===== config.mk =====
export PLATFORM = sky130hd
export DESIGN_NAME = tlc_input_conditioner
export DESIGN_NICKNAME = d
export VERILOG_FILES = /design/src/rtl/tlc_pkg.sv /design/src/rtl/tlc_debounce.sv /design/src/rtl/tlc_input_conditioner.sv
export SDC_FILE = /design/constraint.sdc
export NUM_CORES = 1
export LEC_CHECK = 0
export CAP_MARGIN = 40
export CELL_PAD_IN_SITES_DETAIL_PLACEMENT = 1
export CELL_PAD_IN_SITES_GLOBAL_PLACEMENT = 2
export CORE_ASPECT_RATIO = 2
export CORE_MARGIN = 1.5
export CORE_UTILIZATION = 41
export CTS_CLUSTER_SIZE = 16
export DETAILED_ROUTE_END_ITERATION = 16
export GPL_ROUTABILITY_DRIVEN = 0
export PLACE_DENSITY_LB_ADDON = 0.1
export RECOVER_POWER = 100
export SLEW_MARGIN = 40
export SYNTH_ARGS = -nofsm -noshare
export SYNTH_HDL_FRONTEND = slang
export SYNTH_SLANG_ARGS = --single-unit

===== constraint.sdc =====
create_clock -name clk -period 5.6 [get_ports clk]
set_clock_uncertainty 0.05 [all_clocks]
set_input_delay 1.12 -clock clk [delete_from_list [all_inputs] [get_ports clk]]
set_output_delay 1.12 -clock clk [all_outputs]
set_load 0.005 [all_outputs]

===== src/rtl/tlc_pkg.sv =====
// Shared definitions for the traffic light controller slice: default timing
// constants for the input conditioner and the controller state encoding.
package tlc_pkg;

    // 1 s tick and 10 ms debounce window at a 100 MHz system clock
    localparam int TICK_DIV_DEFAULT   = 100_000_000;
    localparam int DEB_CYCLES_DEFAULT = 1_000_000;

    // Controller states, shared by the controller FSM and its benches
    typedef enum logic [2:0] {
        MAIN_GREEN  = 3'd0,
        MAIN_YELLOW = 3'd1,
        WALK        = 3'd2,
        SIDE_GREEN  = 3'd3,
        SIDE_YELLOW = 3'd4
    } tlc_state_t;

endpackage


===== src/rtl/tlc_debounce.sv =====
// Two-flop synchronizer followed by a consecutive-cycle debounce counter.
// 'stable' is the registered debounced level. 'rise' is high during the cycle
// whose closing edge moves 'stable' from 0 to 1; it depends only on flops, so
// a parent can register it to produce a pulse aligned with the level change.
module tlc_debounce
    import tlc_pkg::*;
#(
    parameter int DEB_CYCLES = DEB_CYCLES_DEFAULT
) (
    input  logic clk,
    input  logic rst,
    input  logic raw,
    output logic stable,
    output logic rise
);

    localparam int            CW      = $clog2(DEB_CYCLES);
    localparam logic [CW-1:0] CNT_MAX = CW'(DEB_CYCLES - 1);

    logic          s1;
    logic          s2;
    logic [CW-1:0] cnt;
    logic          settle;

    assign settle = (s2 != stable) && (cnt == CNT_MAX);
    assign rise   = settle && s2;

    // Bring the asynchronous input into the clock domain; s1 feeds only s2
    always_ff @(posedge clk) begin
        if (rst) begin
            s1 <= 1'b0;
            s2 <= 1'b0;
        end else begin
            s1 <= raw;
            s2 <= s1;
        end
    end

    // Accept a new level only after it has differed for DEB_CYCLES straight edges
    always_ff @(posedge clk) begin
        if (rst) begin
            cnt    <= '0;
            stable <= 1'b0;
        end else if (s2 == stable) begin
            cnt <= '0;
        end else if (cnt == CNT_MAX) begin
            stable <= s2;
            cnt    <= '0;
        end else begin
            cnt <= cnt + CW'(1);
        end
    end

endmodule


===== src/rtl/tlc_input_conditioner.sv =====
// Front end of the traffic light controller: conditions the pedestrian button
// and side-street sensor, latches walk requests until the controller clears
// them, and produces the free-running 1 s tick the controller times against.
module tlc_input_conditioner
    import tlc_pkg::*;
#(
    parameter int TICK_DIV   = TICK_DIV_DEFAULT,
    parameter int DEB_CYCLES = DEB_CYCLES_DEFAULT
) (
    input  logic clk,
    input  logic rst,
    input  logic walk_button,
    input  logic sensor,
    input  logic walk_clear,
    output logic tick,
    output logic walk_req,
    output logic walk_press,
    output logic sensor_db
);

    localparam int            TW       = $clog2(TICK_DIV);
    localparam logic [TW-1:0] TICK_MAX = TW'(TICK_DIV - 1);

    logic          walk_stable;
    logic          walk_rise;
    logic          sensor_rise_unused;
    logic [TW-1:0] tick_cnt;

    tlc_debounce #(
        .DEB_CYCLES (DEB_CYCLES)
    ) u_walk_deb (
        .clk    (clk),
        .rst    (rst),
        .raw    (walk_button),
        .stable (walk_stable),
        .rise   (walk_rise)
    );

    tlc_debounce #(
        .DEB_CYCLES (DEB_CYCLES)
    ) u_sensor_deb (
        .clk    (clk),
        .rst    (rst),
        .raw    (sensor),
        .stable (sensor_db),
        .rise   (sensor_rise_unused)
    );

    // Free-running divider; tick is high for the one cycle after each wrap
    always_ff @(posedge clk) begin
        if (rst) begin
            tick_cnt <= '0;
            tick     <= 1'b0;
        end else if (tick_cnt == TICK_MAX) begin
            tick_cnt <= '0;
            tick     <= 1'b1;
        end else begin
            tick_cnt <= tick_cnt + TW'(1);
            tick     <= 1'b0;
        end
    end

    // Press pulse and request latch; a press on the clearing edge wins so it is never lost
    always_ff @(posedge clk) begin
        if (rst) begin
            walk_press <= 1'b0;
            walk_req   <= 1'b0;
        end else begin
            walk_press <= walk_rise;
            walk_req   <= walk_rise || (walk_req && !walk_clear);
        end
    end

    // The walk level itself is only observed through its press/request outputs
    logic walk_stable_unused;
    assign walk_stable_unused = walk_stable;

endmodule

Word-level counts from Yosys, hierarchy flattened
Cells that the tools add are included.

word-level totals
  register bits = 76
  latch bits = 0
  bits in writable memories = 0
  bits in read-only memories = 0
  input bits = 5
  output and inout port bits = 4
  logic and storage cells = 34
  memories kept = 0

operators by class
  add/subtract/negate cells = 3
  multipliers = 0
  div/mod/pow operators = 0
  $lt $le $gt $ge = 0
  equality and inequality tests = 6
  shift operators = 0
  mux-type cells = 1
  bitwise logic cells = 2
  reductions and logical operators = 10

operators with widths
  kind                     number
  $add A20 B1 Y20 const B  2
  $eq A20 B20 Y1 const B   2
  $add A27 B1 Y27 const B  1
  $eq A27 B27 Y1 const B   1
  $reduce_or A3 Y1         2
  $reduce_and A2 Y1        2
  $logic_and A1 B1 Y1      3
  $eq A1 B1 Y1             2
  $not A1 Y1               2
  $reduce_or A2 Y1         1
  $logic_not A1 Y1         1
  $logic_or A1 B1 Y1       1
  $mux W1                  1
  $ne A1 B1 Y1             1

Depth between registers and ports, before layout
  depth in word-level cells = 4
  gate-level depth with buffers = 7
  gate-level depth less buffers = 5

Hierarchy
A second synthesis with hierarchy kept.

unflattened totals
  cells, all modules = 394
  area, all modules = 3458.3 um2

by module, submodules not included
  module                 instances  cells an instance  area an instance (um2)  sequential area each (um2)
  tlc_debounce           2          117                1042.2                  460.4
  tlc_input_conditioner  1          160                1373.8                  600.6

Least setup slack after synthesis
OpenSTA, ideal clock, no wires.

  path kind = reg-to-reg
  start point = register tick_cnt[0]
  end point = register tick_cnt[22]
  library setup time = 0.070 ns
  arrival time = 1.853 ns
  required time = 5.480 ns
  setup slack = 3.627 ns
  stages on the path, launching flop included = 7
  path buffers = 1
  period minus slack after synthesis = 1.973 ns
  path through = dfxtp_1 > ha_1 > nand4_1 > or4_1 > buf_2 > or4_1 > a21oi_1

on the way
  cells in the longest elaborated chain, start to end = 2
  elaborated cells between the ends (all ways) = 3
  classes of those cells = add/sub (1); eq/ne (1); reduce/logical (1)

ends and longest elaborated chain
  element                                                                  line                         RTL
  from (decl)                                                              tlc_input_conditioner.sv:27  logic [TW-1:0] tick_cnt;
  from (signal assigned)                                                   tlc_input_conditioner.sv:58  tick_cnt <= tick_cnt + TW'(1);
  parallel branches: the longest is 2 deep, another holds $add A27 B1 Y27  n/a

Several ways; the timed one is not identified.
A chain may end at the register's enable or synchronous reset.

Worst setup path after layout
  start point = input rst
  end point = register u_sensor_deb.cnt[11]

on the way
  cells in the longest elaborated chain, start to end = 1

ends and longest elaborated chain
  element                            line                         RTL
  from (decl)                        tlc_input_conditioner.sv:11  input logic rst,
  $reduce_or A3 Y1 (no source line)  n/a
  to (signal assigned)               tlc_debounce.sv:50           cnt <= cnt + CW'(1);
  to (decl)                          tlc_debounce.sv:22           logic [CW-1:0] cnt;

No other way between the ends.

==> results.cfg <==
[critical_path]
crit_path_end_kind = flip-flop
crit_required_ps = 5740
cp_max_fo = 19
path_cells = dlygate4sd3_1 -> nor2_1 -> o21ai_0 -> clkbuf_1 -> nor2_1
cp_common_cell = nor2_1
crit_slowest_cell = dlygate4sd3_1
crit_type = primary input to flip-flop
worstPathArrival_ps = 2930
cpPeakStageDelay_ps = 840
path_delay_family = buffers and inverters
start_kind = primary input
worst-path-buf-inv = 2

[die]
fp-row-count = 46
core_sq_um = 7943
dieHeight_microns = 131.3
dieWidth_microns = 67.18
fp.dieArea_sq_um = 8823
start_util = 0.4252
io_pins = 9

[drt]
drt_wl_total_microns = 7873
vias = 2826
drc_errors = 0
routed_via_density = 5.698
drt_pass1_iterations = 4
ant_nets = 0
drtIter0Drc = 127
routedWlPerCell_microns = 15.87

[place]
post-dp-hpwl_microns = 5827
dp_cells = 480
port_buffers = 8

[hold_path]
hold_path.class = flip-flop to flip-flop

[clock_network]
htree_levels = 3
ctsHoldBuffers = 0
cts_resized = 0
clock_latency_ps = 340
cts_sinks = 76
clk_path_buf_depth = 2
clk_pin_slew_ps = 60
numCtsBuffers = 9
cts_tree = done
root_buffer = clkbuf_16
post_cts_buffers = 0

[job]
cap_violations = 0

[grt]
met2_usage = 0.3746
grt_pass1_wl_microns = 13330
grt_pass1_vias = 2885
grtUsageMet1 = 0.1941
grtUsageMet3 = 0.03425
overflow = 0
grt_max_degree = 27
grt_antenna_before_repair = 0
busiest_layer = met2
grtUsageTotal = 0.1968

[synthesis]
ys_warn_count = 0
synth-seq-area-share = 0.4505
ys_ff_latch = 76
synth_nets = 400
netlist_area_sq_um = 3377
syn-instance-count = 392
ys_async_sr_fraction = 0
ys_types = 39
synth_edf_count = 0
yosys_most_used_dff = dfxtp_1
avgSynthCellArea_sq_um = 8.615

[layout]
nets = 403
antennaDiodeCount = 0
area_delta_synth_final_pct = 14.49
stdcell_count = 496
drive_gt1_frac = 0.06000

[run_status]
outcome = completed

[timing]
finalSetupViolations = 0
hold_viol_final = 0
finalCriticalPeriod_ps = 2782
rsz0062_at_grt = false
tns_ps = 0
worst_pin_slew_ps = 951.9
fmax_mhz = 359.5
drv_slew = 0
period_share = 0.4968
relSlewSlack = 0.3654

[pwr]
switching_share = 0.1818
power_frac_clock = 0.559
switching_power_w = 0.0002318
ir_drop_mv = 0.1581
p_seq_frac = 0.429
share_comb_of_total_power = 0.012
power_density_nw_per_um2 = 329.8
p_leak_nw = 1.165
internal-power_w = 0.001043
worst register-to-register path: stages, from the launching register on:
cell and delay (ps):
dfxtp_1 330, or4b_2 690, nor4_1 550, a211o_1 660, nor2_1 120
power groups by stage:
stage / registers [W] / logic [W] / clock network, W
6_report: 0.000547 / 0.0000155 / 0.000712
5_1_grt: 0.000548 / 0.0000179 / 0.000747
4_1_cts: 0.000547 / 0.0000163 / 0.000727
3_5_place_dp: 0.000559 / 0.0000163 / 0
3_3_place_gp: 0.000559 / 0.0000158 / 0
2_1_floorplan: 0.000558 / 0.0000106 / 0
area by class of cell:
type                       count  area (sq um)
inverter                      11         41.29
multi-input combinational    288          1733
sequential                    76          1521
fill                         949          4076
clock inverter                 4         120.1
tap                           96         120.1
clock buffer                  12         246.5
timing repair buffer           9         83.83
layer usage:
| metal | share of wire | wire length, microns |
|---|---|---|
| met1 | 0.38 | 2994 |
| met2 | 0.58 | 4558 |
| met3 | 0.018 | 145 |
| met4 | 0.022 | 174 |
| met5 | 0 | 0 |
placed cells by master (no fill, tap or decap), types with 4 or more instances in the layout:
cell type / count
nand3_1: 23
nand4_1: 18
a21oi_1: 28
and4_1: 4
xor2_1: 18
nor2_1: 48
o21ai_0: 14
nor2b_1: 4
bufinv_16: 4
nand2_1: 24
clkbuf_16: 9
or4_1: 17
inv_1: 11
nor4_1: 8
and3_1: 6
o31ai_1: 13
dlygate4sd3_1: 5
dfxtp_1: 76
or3_1: 14
nor3_1: 7
xnor2_1: 20
state kept, by name, summed over array words and instances (netlist names):
name and cells:
u_sensor_deb.s2 1, u_sensor_deb.stable 1, u_sensor_deb.s1 1, u_sensor_deb.cnt 20, u_walk_deb.s1 1, u_walk_deb.s2 1
u_walk_deb.stable 1, tick 1, tick_cnt 27, u_walk_deb.cnt 20, walk_press 1, walk_req 1
final timing paths:
| kind | start | endpoint | slack, ps | cells past startpoint |
|---|---|---|---|---|
| setup reg to reg | u_walk_deb.cnt[8] | u_walk_deb.cnt[5] | 3060 | 4 |
| hold / removal | u_walk_deb.s1 | u_walk_deb.s2 | 390 | 1 |
| hold reg to reg | u_walk_deb.s1 | u_walk_deb.s2 | 390 | 1 |
| setup / recovery | rst | u_sensor_deb.cnt[11] | 2820 | 5 |
cells in the mapped netlist, types with 2 or more instances:
library cell | count | share of area
dfxtp_1 | 76 | 0.45
nor2_1 | 48 | 0.053
a21oi_1 | 27 | 0.040
nand2_1 | 24 | 0.027
nand3_1 | 23 | 0.034
xnor2_1 | 20 | 0.052
nand4_1 | 18 | 0.033
xor2_1 | 18 | 0.047
or4_1 | 17 | 0.038
or3_1 | 14 | 0.026
o21ai_0 | 13 | 0.019
o31ai_1 | 13 | 0.029
clkbuf_1 | 11 | 0.012
inv_1 | 11 | 0.012
nor3_1 | 7 | 0.010
nor4_1 | 7 | 0.013
and3_1 | 6 | 0.011
buf_2 | 6 | 0.0089
and4_1 | 4 | 0.010
nor2b_1 | 4 | 0.0074
ha_1 | 3 | 0.011
or2_2 | 3 | 0.0056
a31o_2 | 2 | 0.0052
nand2b_1 | 2 | 0.0037
through the flow:
stage / utilization / total power (W) / setup slack (ps) / hold WS [ps] / area [sq um]
final: 0.4868 / 0.001275 / 2818 / 392.2 / 3866
after global routing: 0.4868 / 0.001312 / 2575 / 405.9 / 3866
after CTS: 0.4885 / 0.001291 / 3099 / 393.7 / 3880
after detailed placement: 0.4423 / 0.0005755 / 2759 / 379.5 / 3513
after global placement: 0.4423 / 0.0005748 / 2807 / 368.7 / 3513
after floorplan: - / 0.0005691 / 3627 / 363.8 / 3377
cell families (layout without fill, tap and decap cells):
logic type                 count (synthesis)  in the layout  share of synthesized area
AOI/OAI and AO/OA                         58             58                     0.1000
xor gates and xnor gates                  38             38                    0.09856
adders and majority gates                  3              3                    0.01112
buffers and inverters                     28             36                    0.03335
DFF                                       76             76                     0.4505
and+or+nand+nor                          189            189                     0.3064
Note: power is estimated with default switching activity, not from simulation.
